===== src/rtl/wash_pkg.sv =====
// Shared definitions for the washing-machine cycle sequencer: state codes,
// actuator bit positions and the quick-mode duration helper.
package wash_pkg;

  typedef enum logic [3:0] {
    S_IDLE        = 4'd0,
    S_FILL        = 4'd1,
    S_WASH        = 4'd2,
    S_DRAIN       = 4'd3,
    S_RINSE_FILL  = 4'd4,
    S_RINSE       = 4'd5,
    S_RINSE_DRAIN = 4'd6,
    S_SPIN        = 4'd7,
    S_DONE        = 4'd8,
    S_ABORT_DRAIN = 4'd9
  } state_t;

  localparam int ACT_FILL  = 0;
  localparam int ACT_AGIT  = 1;
  localparam int ACT_MOTOR = 2;
  localparam int ACT_PUMP  = 3;
  localparam int ACT_SPEED = 4;
  localparam int ACT_W     = 5;

  // Quick mode halves a phase but never shortens it below one cycle.
  function automatic int half_len(input int cyc);
    return ((cyc >> 1) < 1) ? 1 : (cyc >> 1);
  endfunction

endpackage


===== src/rtl/wash_phase_timer.sv =====
// Phase duration down-counter: loads on phase entry, counts while enabled,
// and holds at zero so expiry stays visible until the next load.
module wash_phase_timer #(
  parameter int CNT_W = 16
) (
  input  logic             clk,
  input  logic             rst_n,
  input  logic             load,
  input  logic [CNT_W-1:0] load_val,
  input  logic             en,
  output logic             expired
);

  logic [CNT_W-1:0] count_reg;

  always_ff @(posedge clk or negedge rst_n) begin
    if (!rst_n) begin
      count_reg <= '0;
    end else if (load) begin
      count_reg <= load_val;
    end else if (en && (count_reg != '0)) begin
      count_reg <= count_reg - 1'b1;
    end
  end

  assign expired = (count_reg == '0);

endmodule


===== src/rtl/wash_cycle_sequencer.sv =====
// Self-timed washing-machine controller: fill/wash/drain, N rinse passes,
// spin, with door pause and abort-with-drain. Actuators decode from state.
module wash_cycle_sequencer
  import wash_pkg::*;
#(
  parameter int CNT_W     = 16,
  parameter int FILL_CYC  = 4,
  parameter int WASH_CYC  = 6,
  parameter int DRAIN_CYC = 3,
  parameter int RINSE_CYC = 5,
  parameter int SPIN_CYC  = 8,
  parameter int RINSE_N   = 2,
  parameter int RC_W      = 3
) (
  input  logic            clk,
  input  logic            rst_n,
  input  logic            start,
  input  logic            abort,
  input  logic            door,
  input  logic            quick,
  output logic            water_fill,
  output logic            agitator,
  output logic            motor,
  output logic            pump,
  output logic            speed,
  output logic            busy,
  output logic            paused,
  output logic            done,
  output logic            aborted,
  output logic [RC_W-1:0] rinse_cnt,
  output logic [3:0]      state
);

  localparam logic [CNT_W-1:0] FILL_LD    = CNT_W'(FILL_CYC - 1);
  localparam logic [CNT_W-1:0] WASH_LD    = CNT_W'(WASH_CYC - 1);
  localparam logic [CNT_W-1:0] WASH_Q_LD  = CNT_W'(half_len(WASH_CYC) - 1);
  localparam logic [CNT_W-1:0] DRAIN_LD   = CNT_W'(DRAIN_CYC - 1);
  localparam logic [CNT_W-1:0] RINSE_LD   = CNT_W'(RINSE_CYC - 1);
  localparam logic [CNT_W-1:0] RINSE_Q_LD = CNT_W'(half_len(RINSE_CYC) - 1);
  localparam logic [CNT_W-1:0] SPIN_LD    = CNT_W'(SPIN_CYC - 1);
  localparam logic [RC_W:0]    RINSE_LIM  = (RC_W + 1)'(RINSE_N);

  state_t            state_reg, state_next;
  logic [RC_W-1:0]   rinse_cnt_reg, rinse_cnt_next;
  logic              quick_reg, quick_next;
  logic              aborted_reg, aborted_next;
  logic              door_reg;
  logic              tmr_load, tmr_expired;
  logic [CNT_W-1:0]  tmr_load_val;
  logic              active, pause_act, adv;
  logic [RC_W:0]     rinse_inc;
  logic [ACT_W-1:0]  act;

  always_ff @(posedge clk or negedge rst_n) begin
    if (!rst_n) begin
      state_reg     <= S_IDLE;
      rinse_cnt_reg <= '0;
      quick_reg     <= 1'b0;
      aborted_reg   <= 1'b0;
      door_reg      <= 1'b0;
    end else begin
      state_reg     <= state_next;
      rinse_cnt_reg <= rinse_cnt_next;
      quick_reg     <= quick_next;
      aborted_reg   <= aborted_next;
      door_reg      <= door;
    end
  end

  wash_phase_timer #(.CNT_W(CNT_W)) u_timer (
    .clk      (clk),
    .rst_n    (rst_n),
    .load     (tmr_load),
    .load_val (tmr_load_val),
    .en       (!pause_act),
    .expired  (tmr_expired)
  );

  assign active    = (state_reg >= S_FILL) && (state_reg <= S_SPIN);
  assign pause_act = door_reg && active;
  assign adv       = tmr_expired && !pause_act && !abort;
  assign rinse_inc = {1'b0, rinse_cnt_reg} + 1'b1;

  always_comb begin
    state_next     = state_reg;
    rinse_cnt_next = rinse_cnt_reg;
    quick_next     = quick_reg;
    aborted_next   = 1'b0;
    tmr_load       = 1'b0;
    tmr_load_val   = '0;
    case (state_reg)
      S_IDLE: if (start && !door && !abort) begin
        state_next     = S_FILL;
        tmr_load       = 1'b1;
        tmr_load_val   = FILL_LD;
        quick_next     = quick;
        rinse_cnt_next = '0;
      end
      S_FILL: if (adv) begin
        state_next   = S_WASH;
        tmr_load     = 1'b1;
        tmr_load_val = quick_reg ? WASH_Q_LD : WASH_LD;
      end
      S_WASH: if (adv) begin
        state_next   = S_DRAIN;
        tmr_load     = 1'b1;
        tmr_load_val = DRAIN_LD;
      end
      S_DRAIN: if (adv) begin
        tmr_load = 1'b1;
        if (RINSE_N == 0) begin
          state_next   = S_SPIN;
          tmr_load_val = SPIN_LD;
        end else begin
          state_next   = S_RINSE_FILL;
          tmr_load_val = FILL_LD;
        end
      end
      S_RINSE_FILL: if (adv) begin
        state_next   = S_RINSE;
        tmr_load     = 1'b1;
        tmr_load_val = quick_reg ? RINSE_Q_LD : RINSE_LD;
      end
      S_RINSE: if (adv) begin
        state_next   = S_RINSE_DRAIN;
        tmr_load     = 1'b1;
        tmr_load_val = DRAIN_LD;
      end
      S_RINSE_DRAIN: if (adv) begin
        rinse_cnt_next = rinse_inc[RC_W-1:0];
        tmr_load       = 1'b1;
        if (rinse_inc < RINSE_LIM) begin
          state_next   = S_RINSE_FILL;
          tmr_load_val = FILL_LD;
        end else begin
          state_next   = S_SPIN;
          tmr_load_val = SPIN_LD;
        end
      end
      S_SPIN: if (adv) state_next = S_DONE;
      S_DONE: state_next = S_IDLE;
      S_ABORT_DRAIN: if (tmr_expired) begin
        state_next   = S_IDLE;
        aborted_next = 1'b1;
      end
      default: state_next = S_IDLE;
    endcase
    // Abort overrides everything, including a pause and a same-cycle expiry.
    if (active && abort) begin
      state_next   = S_ABORT_DRAIN;
      tmr_load     = 1'b1;
      tmr_load_val = DRAIN_LD;
    end
  end

  always_comb begin
    act = '0;
    case (state_reg)
      S_FILL, S_RINSE_FILL:                  act[ACT_FILL] = 1'b1;
      S_WASH, S_RINSE: begin
        act[ACT_AGIT]  = 1'b1;
        act[ACT_MOTOR] = 1'b1;
      end
      S_DRAIN, S_RINSE_DRAIN, S_ABORT_DRAIN: act[ACT_PUMP] = 1'b1;
      S_SPIN: begin
        act[ACT_PUMP]  = 1'b1;
        act[ACT_MOTOR] = 1'b1;
        act[ACT_SPEED] = 1'b1;
      end
      default: ;
    endcase
    if (pause_act) act = '0;
  end

  assign water_fill = act[ACT_FILL];
  assign agitator   = act[ACT_AGIT];
  assign motor      = act[ACT_MOTOR];
  assign pump       = act[ACT_PUMP];
  assign speed      = act[ACT_SPEED];
  assign busy       = (state_reg != S_IDLE);
  assign paused     = pause_act;
  assign done       = (state_reg == S_DONE);
  assign aborted    = aborted_reg;
  assign rinse_cnt  = rinse_cnt_reg;
  assign state      = state_reg;

endmodule


===== config.mk =====
export PLATFORM = sky130hd
export DESIGN_NAME = wash_cycle_sequencer
export DESIGN_NICKNAME = d
export VERILOG_FILES = /design/src/rtl/wash_pkg.sv /design/src/rtl/wash_phase_timer.sv /design/src/rtl/wash_cycle_sequencer.sv
export SDC_FILE = /design/constraint.sdc
export NUM_CORES = 1
export LEC_CHECK = 0
export CORE_MARGIN = 5
export CORE_UTILIZATION = 29
export DETAILED_ROUTE_END_ITERATION = 16
export HOLD_SLACK_MARGIN = 0.03
export PLACE_DENSITY = 0.55
export RECOVER_POWER = 25
export SYNTH_ARGS = -nofsm -noshare
export SYNTH_HDL_FRONTEND = slang
export SYNTH_SLANG_ARGS = --single-unit

===== constraint.sdc =====
create_clock -name clk -period 2.8 [get_ports clk]
set_input_delay 0.84 -clock clk [delete_from_list [all_inputs] [get_ports clk]]
set_output_delay 0.84 -clock clk [all_outputs]
set_load 0.05 [all_outputs]

==> results of run 1 <==
[critical path, delay by kind of cell, from the launching register on]
family / cells / cell delay, ns
buf+inv: 1 / 0.15
compound gates: 1 / 0.26
simple gates: 3 / 0.48
flops: 1 / 0.56
[cell families after synthesis]
kind of cell | after synthesis | synth area share [%]
DFF | 26 | 38.1
xor gates and xnor gates | 12 | 6.16
and+or+nand+nor | 94 | 31.2
AOI/OAI and AO/OA | 39 | 16.2
muxes | 4 | 2.42
adders and majority gates | 3 | 2.20
buffers and inverters | 16 | 3.74
[stage by stage]
| step | utilization, % | total power, W | instance area, sq um |
|---|---|---|---|
| 5_1_grt | 37.7 | 0.00227 | 2190 |
| 3_5_place_dp | 36.5 | 0.00180 | 2120 |
| 2_1_floorplan | - | 0.00145 | 1740 |
| 3_3_place_gp | 36.5 | 0.00179 | 2120 |
| 4_1_cts | 37.7 | 0.00213 | 2190 |
| 6_report | 37.7 | 0.00211 | 2190 |
[routing by layer]
metal	wire length, microns	up-vias	track usage [%]
li1	-	752	-
met1	2050	720	17.0
met2	1940	19	17.6
met3	92	5	0.856
met4	66	0	3.82
met5	0	-	0
[layout make-up]
class / count / share of cell area (%)
inverter: 6 / 1.03
tap: 75 / 4.28
clock buffer: 3 / 1.88
multi-input combinational: 152 / 46.4
clock inverter: 1 / 1.37
sequential: 26 / 29.9
timing repair buffer: 32 / 15.1
[report_power, final]
group / total (W) / internal (W) / switching (W)
Combinational: 0.00112 / 0.000477 / 0.000639
Clock: 0.000323 / 0.000192 / 0.000131
Sequential: 0.000674 / 0.000489 / 0.000185
Total: 0.00211 / 0.00116 / 0.000955
[how the worst max path moves through the flow]
stage | start | cells past startpoint | slack, ns | end
after floorplan | state[3] | 4 | -0.02 | pump
after global placement | abort | 6 | 0.31 | u_timer.count_reg[4]
after detailed placement | abort | 6 | 0.27 | u_timer.count_reg[14]
after CTS | state[0] | 5 | 0.21 | motor
final | state[0] | 5 | 0.22 | motor
after global routing | rst_n | 2 | 0.12 | state[0]
[cells in the final DEF (no fill, tap or decap), drive strengths merged, types with 4 or more instances in the layout]
cell	n
nor2	26
dfrtp	26
buf	18
nand2	12
a21oi	12
clkdlybuf4s50	12
xor2	11
nor3	10
nand3	9
o21ai	8
inv	6
nand4	6
nand2b	5
o31ai	5
nor2b	4
clkbuf	4
==> results.py, run 1 <==
metrics = {
    "floorplan": {
        "fp-row-count": 28,
        "die-area_sq_um": 7520,
        "initial_core_util_pct": 29.3,
        "die_w_microns": 86.7,
        "design.core.area_sq_um": 5820,
        "die-height_microns": 86.7,
        "boundaryPins": 22,
    },
    "yosys": {
        "ys_seq_area_share_pct": 38.1,
        "synth-edff-count": 0,
        "syn-cell-area_sq_um": 1710,
        "synth_top_cell_area_share_pct": 38.1,
        "synthDistinctLibCells": 44,
        "yosys_most_used_dff": "dfrtp_1",
        "ys_ff_latch": 26,
        "syn_nets": 203,
        "postSynth.asyncResetShare_pct": 100,
        "yosys_warnings": 0,
        "synth_area_leaders": "dfrtp_1 (38%), nor2_1 (5.7%), xor2_1 (5.6%)",
        "syn_area_per_cell_sq_um": 8.80,
        "synth_common_cells": "dfrtp_1 (26), nor2_1 (26), a21oi_1 (12), nand2_1 (12), xor2_1 (11)",
        "netlist_instances": 194,
        "yosys.area.top_type": "dfrtp_1",
    },
    "power_and_ir_drop": {
        "p_per_area_nw_per_um2": 965,
        "peakVddDrop_uv": 400,
        "leakagePower_nw": 0.915,
    },
    "sta": {
        "rsz0062_at_grt": "no",
        "worst_slack_ns": 0.224,
        "tns_ns": 0,
        "whs_ns": 0.559,
        "hold_viol_final": 0,
        "finalMaxSlewViolations": 0,
        "fin_crit_ns": 2.58,
        "worst_pin_slew_ns": 1.45,
        "fin_skew_ns": 0.00672,
        "period_share_pct": 92.0,
        "finalSetupViolCount": 0,
        "slew_headroom_pct": 3.39,
        "fmax_mhz": 388,
    },
    "clocking": {
        "post_cts_buffers": 0,
        "root_buffer": "clkbuf_8",
        "clk_pin_slew_ns": 0.09,
        "numCtsBuffers": 3,
        "cts_resized": 0,
        "holdBufCountCts": 0,
        "cts.sinks": 26,
        "cts_tree": "yes",
        "worstSkewPairLatency_ns": 0.28,
        "clk_path_buf_depth": 2,
        "h-tree-depth": 1,
    },
    "finish": {
        "final_layout_size_suffix_gt1_share_pct": 18.2,
        "multi_input_area_sq_um": 1020,
        "instances_no_fill": 295,
        "n_antenna_cell": 0,
        "largest_register_ffs": 16,
        "nNetsFinal": 230,
        "fillers": 614,
        "area_delta_synth_final_pct": 28.4,
        "regArea_sq_um": 654,
    },
    "critical_path": {
        "crit_required_ns": 1.96,
        "reg2reg_to": "u_timer.count_reg[2]",
        "critPathArrivalTime_ns": 1.74,
        "path_cells": "nor2_1, a21oi_1, nor3_4, or2_4, buf_12",
        "reg2reg_depth": 7,
        "cpMaxStageDelayCell": "dfrtp_2",
        "path_class": "flip-flop to output pin",
        "critical-path-max-stage-delay_ns": 0.56,
        "end_kind": "output pin",
        "crit_fanout": 17,
        "r2r_setup_slack_ns": 0.55,
        "timing.rr.start": "u_timer.count_reg[0]",
        "start_kind": "flip-flop",
    },
    "route": {
        "dr.pass1.iters": 4,
        "avgViaCountPerCell": 5.07,
        "avgRoutedWirePerCell_microns": 14.1,
        "drt-initial-drc-count": 112,
        "routed_wl_mm": 4.15,
        "dr_total_vias": 1496,
        "ant_nets": 0,
        "drc": 0,
    },
    "grt": {
        "grt_pass1_vias": 1364,
        "antenna_found_initial": 0,
        "grtUsageTotal_pct": 11.5,
        "grt_max_degree": 27,
        "grt_overflow": 0,
        "grt_first_pass_wirelength_mm": 6.89,
    },
    "placed_design": {
        "dp_hpwl_mm": 3.09,
        "gp_congestion": 0.817,
        "io_buffers": 21,
        "pre_cts_slack_ns": 0.267,
        "dp_cells": 291,
    },
    "hold_path": {
        "hold_path_startpoint": "rinse_cnt[0]",
        "hp-class": "flip-flop to flip-flop",
        "min_delay_path_depth": 1,
        "worstHoldEndpoint": "rinse_cnt[0]",
    },
    "flow_run": {
        "maxCapViolCount": 0,
    },
    "run_status": {
        "status": "completed",
    },
}
Power figures use the tool's default switching activity.
==> run 2: changes to the inputs <==
--- a/config.mk
+++ b/config.mk
@@ -5,12 +5,14 @@
 export SDC_FILE = /design/constraint.sdc
 export NUM_CORES = 1
 export LEC_CHECK = 0
+export ABC_CLOCK_PERIOD_IN_PS = 2800
 export CORE_MARGIN = 5
-export CORE_UTILIZATION = 29
+export CORE_UTILIZATION = 50
 export DETAILED_ROUTE_END_ITERATION = 16
 export HOLD_SLACK_MARGIN = 0.03
-export PLACE_DENSITY = 0.55
+export PLACE_DENSITY = 0.81
 export RECOVER_POWER = 25
+export SETUP_SLACK_MARGIN = 0.15
 export SYNTH_ARGS = -nofsm -noshare
 export SYNTH_HDL_FRONTEND = slang
 export SYNTH_SLANG_ARGS = --single-unit
==> run 2 against run 1 <==
  * Combinational power is essentially flat
  * Non-clock buffer count grew 2
  * Global-route usage grew 7.0 points
  * Die area shrank 38%
  * Total power shrank 5.8%
  * Via count grew 3.8%
  * Largest power group unchanged
  * Highest routed layer unchanged
==> results.py, run 2 (same netlist as run 1, synthesis figures left out) <==
metrics = {
    "clocking": {
        "cts.sinks": 26,
        "clk_path_buf_depth": 2,
        "numCtsBuffers": 3,
        "holdBufCountCts": 0,
        "cts_tree": "yes",
        "worstSkewPairLatency_ns": 0.33,
        "root_buffer": "clkbuf_4",
        "h-tree-depth": 1,
        "clk_pin_slew_ns": 0.15,
    },
    "finish": {
        "fillers": 299,
        "final_area_sq_um": 2150,
        "nNetsFinal": 232,
        "mostFrequentLayoutCell": "nor2_1",
        "fin_util_pct": 64.8,
        "final_cell_mix": "nor2_1 (26), dfrtp_1 (22), buf_4 (15)",
        "largest_register_ffs": 16,
        "area_delta_synth_final_pct": 25.7,
        "final_layout_size_suffix_gt1_share_pct": 20.3,
        "n_antenna_cell": 0,
    },
    "grt": {
        "grt_use_met3_pct": 2.96,
        "grtUsageTotal_pct": 18.5,
        "grt_pass1_vias": 1420,
        "globalRoute.busiestLayer": "met2",
        "antenna_found_initial": 0,
        "grt_first_pass_wirelength_mm": 6.53,
        "grtUsageMet2_pct": 30.6,
        "grt_overflow": 0,
        "grt_max_degree": 27,
        "grt_util_met1_pct": 24.5,
    },
    "route": {
        "routed_wl_mm": 3.95,
        "dr.pass1.iters": 4,
        "drc": 0,
        "avgRoutedWirePerCell_microns": 14.7,
        "drt-initial-drc-count": 122,
        "avgViaCountPerCell": 5.79,
        "ant_nets": 0,
        "dr_total_vias": 1553,
    },
    "critical_path": {
        "crit_cells": 5,
        "timing.rr.start": "u_timer.count_reg[0]",
        "end_kind": "output pin",
        "crit_fanout": 10,
        "critPathBufInv": 3,
        "critPathArrivalTime_ns": 1.73,
        "reg2reg_to": "u_timer.count_reg[0]",
        "cpMaxStageDelayCell": "dfrtp_2",
        "path_cells": "buf_4, or3_4, nand2_1, inv_1, buf_12",
        "r2r_setup_slack_ns": 0.54,
        "crit_required_ns": 1.96,
        "start_kind": "flip-flop",
        "path_class": "flip-flop to output pin",
        "critical-path-max-stage-delay_ns": 0.51,
        "reg2reg_depth": 7,
        "crit_family": "flip-flops",
    },
    "sta": {
        "period_share_pct": 91.8,
        "finalMaxSlewViolations": 0,
        "fmax_mhz": 389,
        "finalSetupViolCount": 0,
        "slew_headroom_pct": 4.50,
        "hold_viol_final": 0,
        "rsz0062_at_grt": "no",
        "worst_pin_slew_ns": 1.43,
        "worst_slack_ns": 0.229,
        "fin_crit_ns": 2.57,
        "fin_skew_ns": 0.0128,
    },
    "floorplan": {
        "design.core.area_sq_um": 3310,
        "boundaryPins": 22,
        "die-height_microns": 68.4,
        "die_w_microns": 68.4,
        "fp-row-count": 21,
        "initial_core_util_pct": 51.5,
        "die-area_sq_um": 4680,
    },
    "run_status": {
        "status": "completed",
    },
    "power_and_ir_drop": {
        "p_int_w": 0.00104,
        "p_comb_share_pct": 56.6,
        "power_w": 0.00199,
        "p_per_area_nw_per_um2": 928,
        "power.switching_w": 0.000948,
        "leakagePower_nw": 0.936,
        "p_seq_share_pct": 33.6,
        "peakVddDrop_uv": 465,
        "swShare_pct": 47.6,
        "pwr-share-clk_pct": 9.8,
    },
    "placed_design": {
        "pre_cts_slack_ns": 0.264,
        "io_buffers": 21,
        "placed_area_sq_um": 2060,
        "gp_congestion": 0.817,
        "dp_hpwl_mm": 2.81,
    },
    "hold_path": {
        "min_delay_path_depth": 1,
        "worstHoldEndpoint": "rinse_cnt[0]",
        "hold_path_startpoint": "rinse_cnt[0]",
        "hp-class": "flip-flop to flip-flop",
    },
    "flow_run": {
        "maxCapViolCount": 0,
    },
}
## run 2: cell types whose count changed in the layout (fill, tap and decap cells not counted), moves of 2 or more
cell / before / now
clkbuf_8: 3 / 1
clkdlybuf4s50_1: 12 / 9
clkbuf_4: 0 / 3
buf_4: 13 / 15
## run 2: cell type report
cell class	instances	area [sq um]	area share, %
clock buffer	4	36.3	1.69
inverter	6	22.5	1.05
sequential	26	656	30.6
timing repair buffer	34	348	16.2
tap	46	57.6	2.68
multi-input combinational	152	1030	47.8
## run 2: worst max-delay path by stage
stage,from,end
finish,state[2],paused
global route,state[1],pump
CTS,state[1],done
detailed placement,abort,u_timer.count_reg[14]
global placement,abort,u_timer.count_reg[8]
floorplan,state[3],pump
## run 2: worst register-to-register path, delay by kind of cell, from the launching register on
kind | cells | cell delay (ns)
flip-flops | 1 | 0.46
AND/OR/NAND/NOR | 3 | 1.03
buffers and inverters | 1 | 0.10
adder cells (fa/ha/maj) | 1 | 0.15
AO/OA/AOI/OAI | 2 | 0.43
## run 2: routing by layer
metal	wire length, microns	vias up
met3	231	5
met4	43	0
met2	1960	55
met1	1710	741
met5	0	-
li1	-	752
## run 2: power groups by stage
stage,Clock (W),Sequential (W),Combinational [W]
2_1_floorplan,0,0.000663,0.000787
3_3_place_gp,0,0.000684,0.00106
3_5_place_dp,0,0.000689,0.00108
5_1_grt,0.000221,0.000691,0.00122
4_1_cts,0.000201,0.000665,0.00112
6_report,0.000195,0.000668,0.00113
## run 2: metrics by stage
step                hold slack (ns)  setup TNS, ns  instances
floorplan                     0.520        -0.0276        194
global placement              0.536              0        259
detailed placement            0.536              0        259
CTS                           0.558              0        265
global route                  0.606              0        268
finish                        0.556              0        268
## run 2: what timing repair did
action	4_1_cts	5_1_grt
setup endpoints to repair	2	6
setup buffers	2	3
gates resized for setup	1	4
==> run 3: changes to the inputs <==
--- a/config.mk
+++ b/config.mk
@@ -10,7 +10,7 @@
 export CORE_UTILIZATION = 50
 export DETAILED_ROUTE_END_ITERATION = 16
 export HOLD_SLACK_MARGIN = 0.03
-export PLACE_DENSITY = 0.81
+export PLACE_DENSITY = 0.77
 export RECOVER_POWER = 25
 export SETUP_SLACK_MARGIN = 0.15
 export SYNTH_ARGS = -nofsm -noshare
==> run 3 against run 2 <==
  * Total power increased by 0.63%
  * Worst setup slack got worse by 0.0095 ns
  * Worst hold slack got worse by 0.0019 ns
  * Sequential power increased by 2%
  * Clock skew decreased by 0.0019 ns
  * Utilization decreased by 0.30 points
  * Cell count unchanged
  * First-iteration DRC count decreased by 9.0%
  * Sequential cell count unchanged
  * Combinational power about the same
  * Clock power increased by 4%
  * Via count unchanged
  * Highest routed layer unchanged
==> results.py, run 3 (same netlist as run 1, synthesis figures left out) <==
metrics = {
    "route": {
        "drt-initial-drc-count": 111,
        "ant_nets": 0,
        "avgViaCountPerCell": 5.79,
        "dr_total_vias": 1553,
        "dr.pass1.iters": 4,
        "drc": 0,
        "routed_wl_mm": 4.13,
        "avgRoutedWirePerCell_microns": 15.4,
    },
    "sta": {
        "period_share_pct": 92.2,
        "slew_headroom_pct": 4.62,
        "finalMaxSlewViolations": 0,
        "finalSetupViolCount": 0,
        "worst_pin_slew_ns": 1.43,
        "fmax_mhz": 387,
        "hold_viol_final": 0,
        "fin_skew_ns": 0.0109,
        "fin_crit_ns": 2.58,
        "rsz0062_at_grt": "yes",
    },
    "finish": {
        "n_antenna_cell": 0,
        "mostFrequentLayoutCell": "nor2_1",
        "largest_register_ffs": 16,
        "final_cell_mix": "nor2_1 (26), dfrtp_1 (22), buf_4 (16)",
        "area_delta_synth_final_pct": 25.1,
        "nNetsFinal": 232,
        "final_layout_size_suffix_gt1_share_pct": 21.2,
        "final_area_sq_um": 2140,
        "fin_util_pct": 64.5,
        "fillers": 270,
    },
    "placed_design": {
        "dp_hpwl_mm": 3.00,
        "gp_congestion": 0.865,
        "placed_area_sq_um": 2050,
        "io_buffers": 21,
    },
    "critical_path": {
        "path_cells": "or3_4, nand2_2, inv_1, buf_12",
        "cpMaxStageDelayCell": "dfrtp_2",
        "timing.rr.start": "u_timer.count_reg[0]",
        "start_kind": "flip-flop",
        "crit_fanout": 13,
        "critical-path-max-stage-delay_ns": 0.53,
        "crit_start": "state[1]",
        "crit_required_ns": 1.96,
        "end_kind": "output pin",
        "critPathArrivalTime_ns": 1.74,
        "path_class": "flip-flop to output pin",
    },
    "clocking": {
        "numCtsBuffers": 3,
        "cts_tree": "yes",
        "clk_path_buf_depth": 2,
        "root_buffer": "clkbuf_4",
        "clk_pin_slew_ns": 0.16,
        "h-tree-depth": 1,
        "worstSkewPairLatency_ns": 0.33,
        "cts.sinks": 26,
    },
    "power_and_ir_drop": {
        "p_per_area_nw_per_um2": 938,
        "pwr-share-clk_pct": 10.1,
        "p_int_w": 0.00104,
        "leakagePower_nw": 0.917,
        "swShare_pct": 47.9,
        "p_seq_share_pct": 33.9,
        "power.switching_w": 0.000960,
        "power_w": 0.00200,
        "peakVddDrop_uv": 424,
        "p_comb_share_pct": 56.0,
    },
    "hold_path": {
        "hp-class": "flip-flop to flip-flop",
        "hold_path_startpoint": "rinse_cnt[0]",
    },
    "grt": {
        "antenna_found_initial": 0,
        "grt_overflow": 0,
        "grt_first_pass_wirelength_mm": 6.85,
        "grtUsageTotal_pct": 19.1,
        "grt_max_degree": 27,
        "grt_pass1_vias": 1460,
    },
    "floorplan": {
        "fp-row-count": 21,
        "die-height_microns": 68.4,
        "die-area_sq_um": 4680,
        "boundaryPins": 22,
        "initial_core_util_pct": 51.5,
        "die_w_microns": 68.4,
        "design.core.area_sq_um": 3310,
    },
    "flow_run": {
        "maxCapViolCount": 0,
    },
    "run_status": {
        "status": "completed",
    },
}
==> run 3: cell count changes in the layout (fill, tap and decap cells not counted) <==
cell | before | now
buf_12 | 5 | 4
buf_4 | 15 | 16
clkdlybuf4s50_1 | 9 | 10
dlymetal6s2s_1 | 1 | 0
nand2_1 | 12 | 11
nand2_2 | 0 | 1
nor2b_1 | 4 | 3
nor2b_2 | 0 | 1
==> run 3: worst paths after layout <==
kind                                          to  slack, ns  cells past startpoint
max in group asynchronous               state[3]       0.53                      2
setup / recovery                          paused       0.22                      4
setup reg to reg           u_timer.count_reg[14]       0.55                      7
hold reg to reg                     rinse_cnt[0]       0.55                      1
hold / removal                      rinse_cnt[0]       0.55                      1
min in group asynchronous   u_timer.count_reg[2]       1.35                      2
==> run 3: cell type report <==
class | instances | area [sq um] | share of cell area [%]
Multi-Input combinational cell | 152 | 1030 | 48.3
Sequential cell | 26 | 656 | 30.7
Tap cell | 46 | 57.6 | 2.69
Inverter | 6 | 22.5 | 1.05
Timing Repair Buffer | 34 | 333 | 15.6
Clock buffer | 4 | 36.3 | 1.70
==> run 3: layer usage <==
metal	global-route usage [%]	vias up	routed length [microns]
met3	2.13	7	202
met4	6.20	0	61
met5	0	-	0
met1	26.2	746	1850
met2	31.3	43	2020
li1	-	757	-
==> run 3: per-stage QoR <==
step | hold slack, ns | TNS, ns | setup WS [ns] | std cells
finish | 0.555 | 0 | 0.219 | 268
global route | 0.600 | 0 | 0.144 | 268
CTS | 0.558 | 0 | 0.110 | 263
detailed placement | 0.534 | 0 | 0.189 | 259
global placement | 0.530 | 0 | 0.292 | 259
floorplan | 0.520 | -0.0276 | -0.0223 | 194
==> run 3: critical path: cells and delay by family (launching register included) <==
kind	cells	cell delay [ns]
buffers and inverters	2	0.24
flip-flops	1	0.53
AND/OR/NAND/NOR	2	0.63
==> run 3: power groups by stage <==
stage | Sequential, W | Combinational [W] | Clock [W]
global placement | 0.000681 | 0.00105 | 0
CTS | 0.000683 | 0.00108 | 0.000203
floorplan | 0.000663 | 0.000787 | 0
detailed placement | 0.000691 | 0.00108 | 0
global route | 0.000699 | 0.00123 | 0.000218
finish | 0.000679 | 0.00112 | 0.000202
==> run 3: timing repair <==
item                       CTS  global route
setup buffers                0             5
gates resized for setup      2             4
hold buffers                 0             0
setup endpoints to repair    3             7
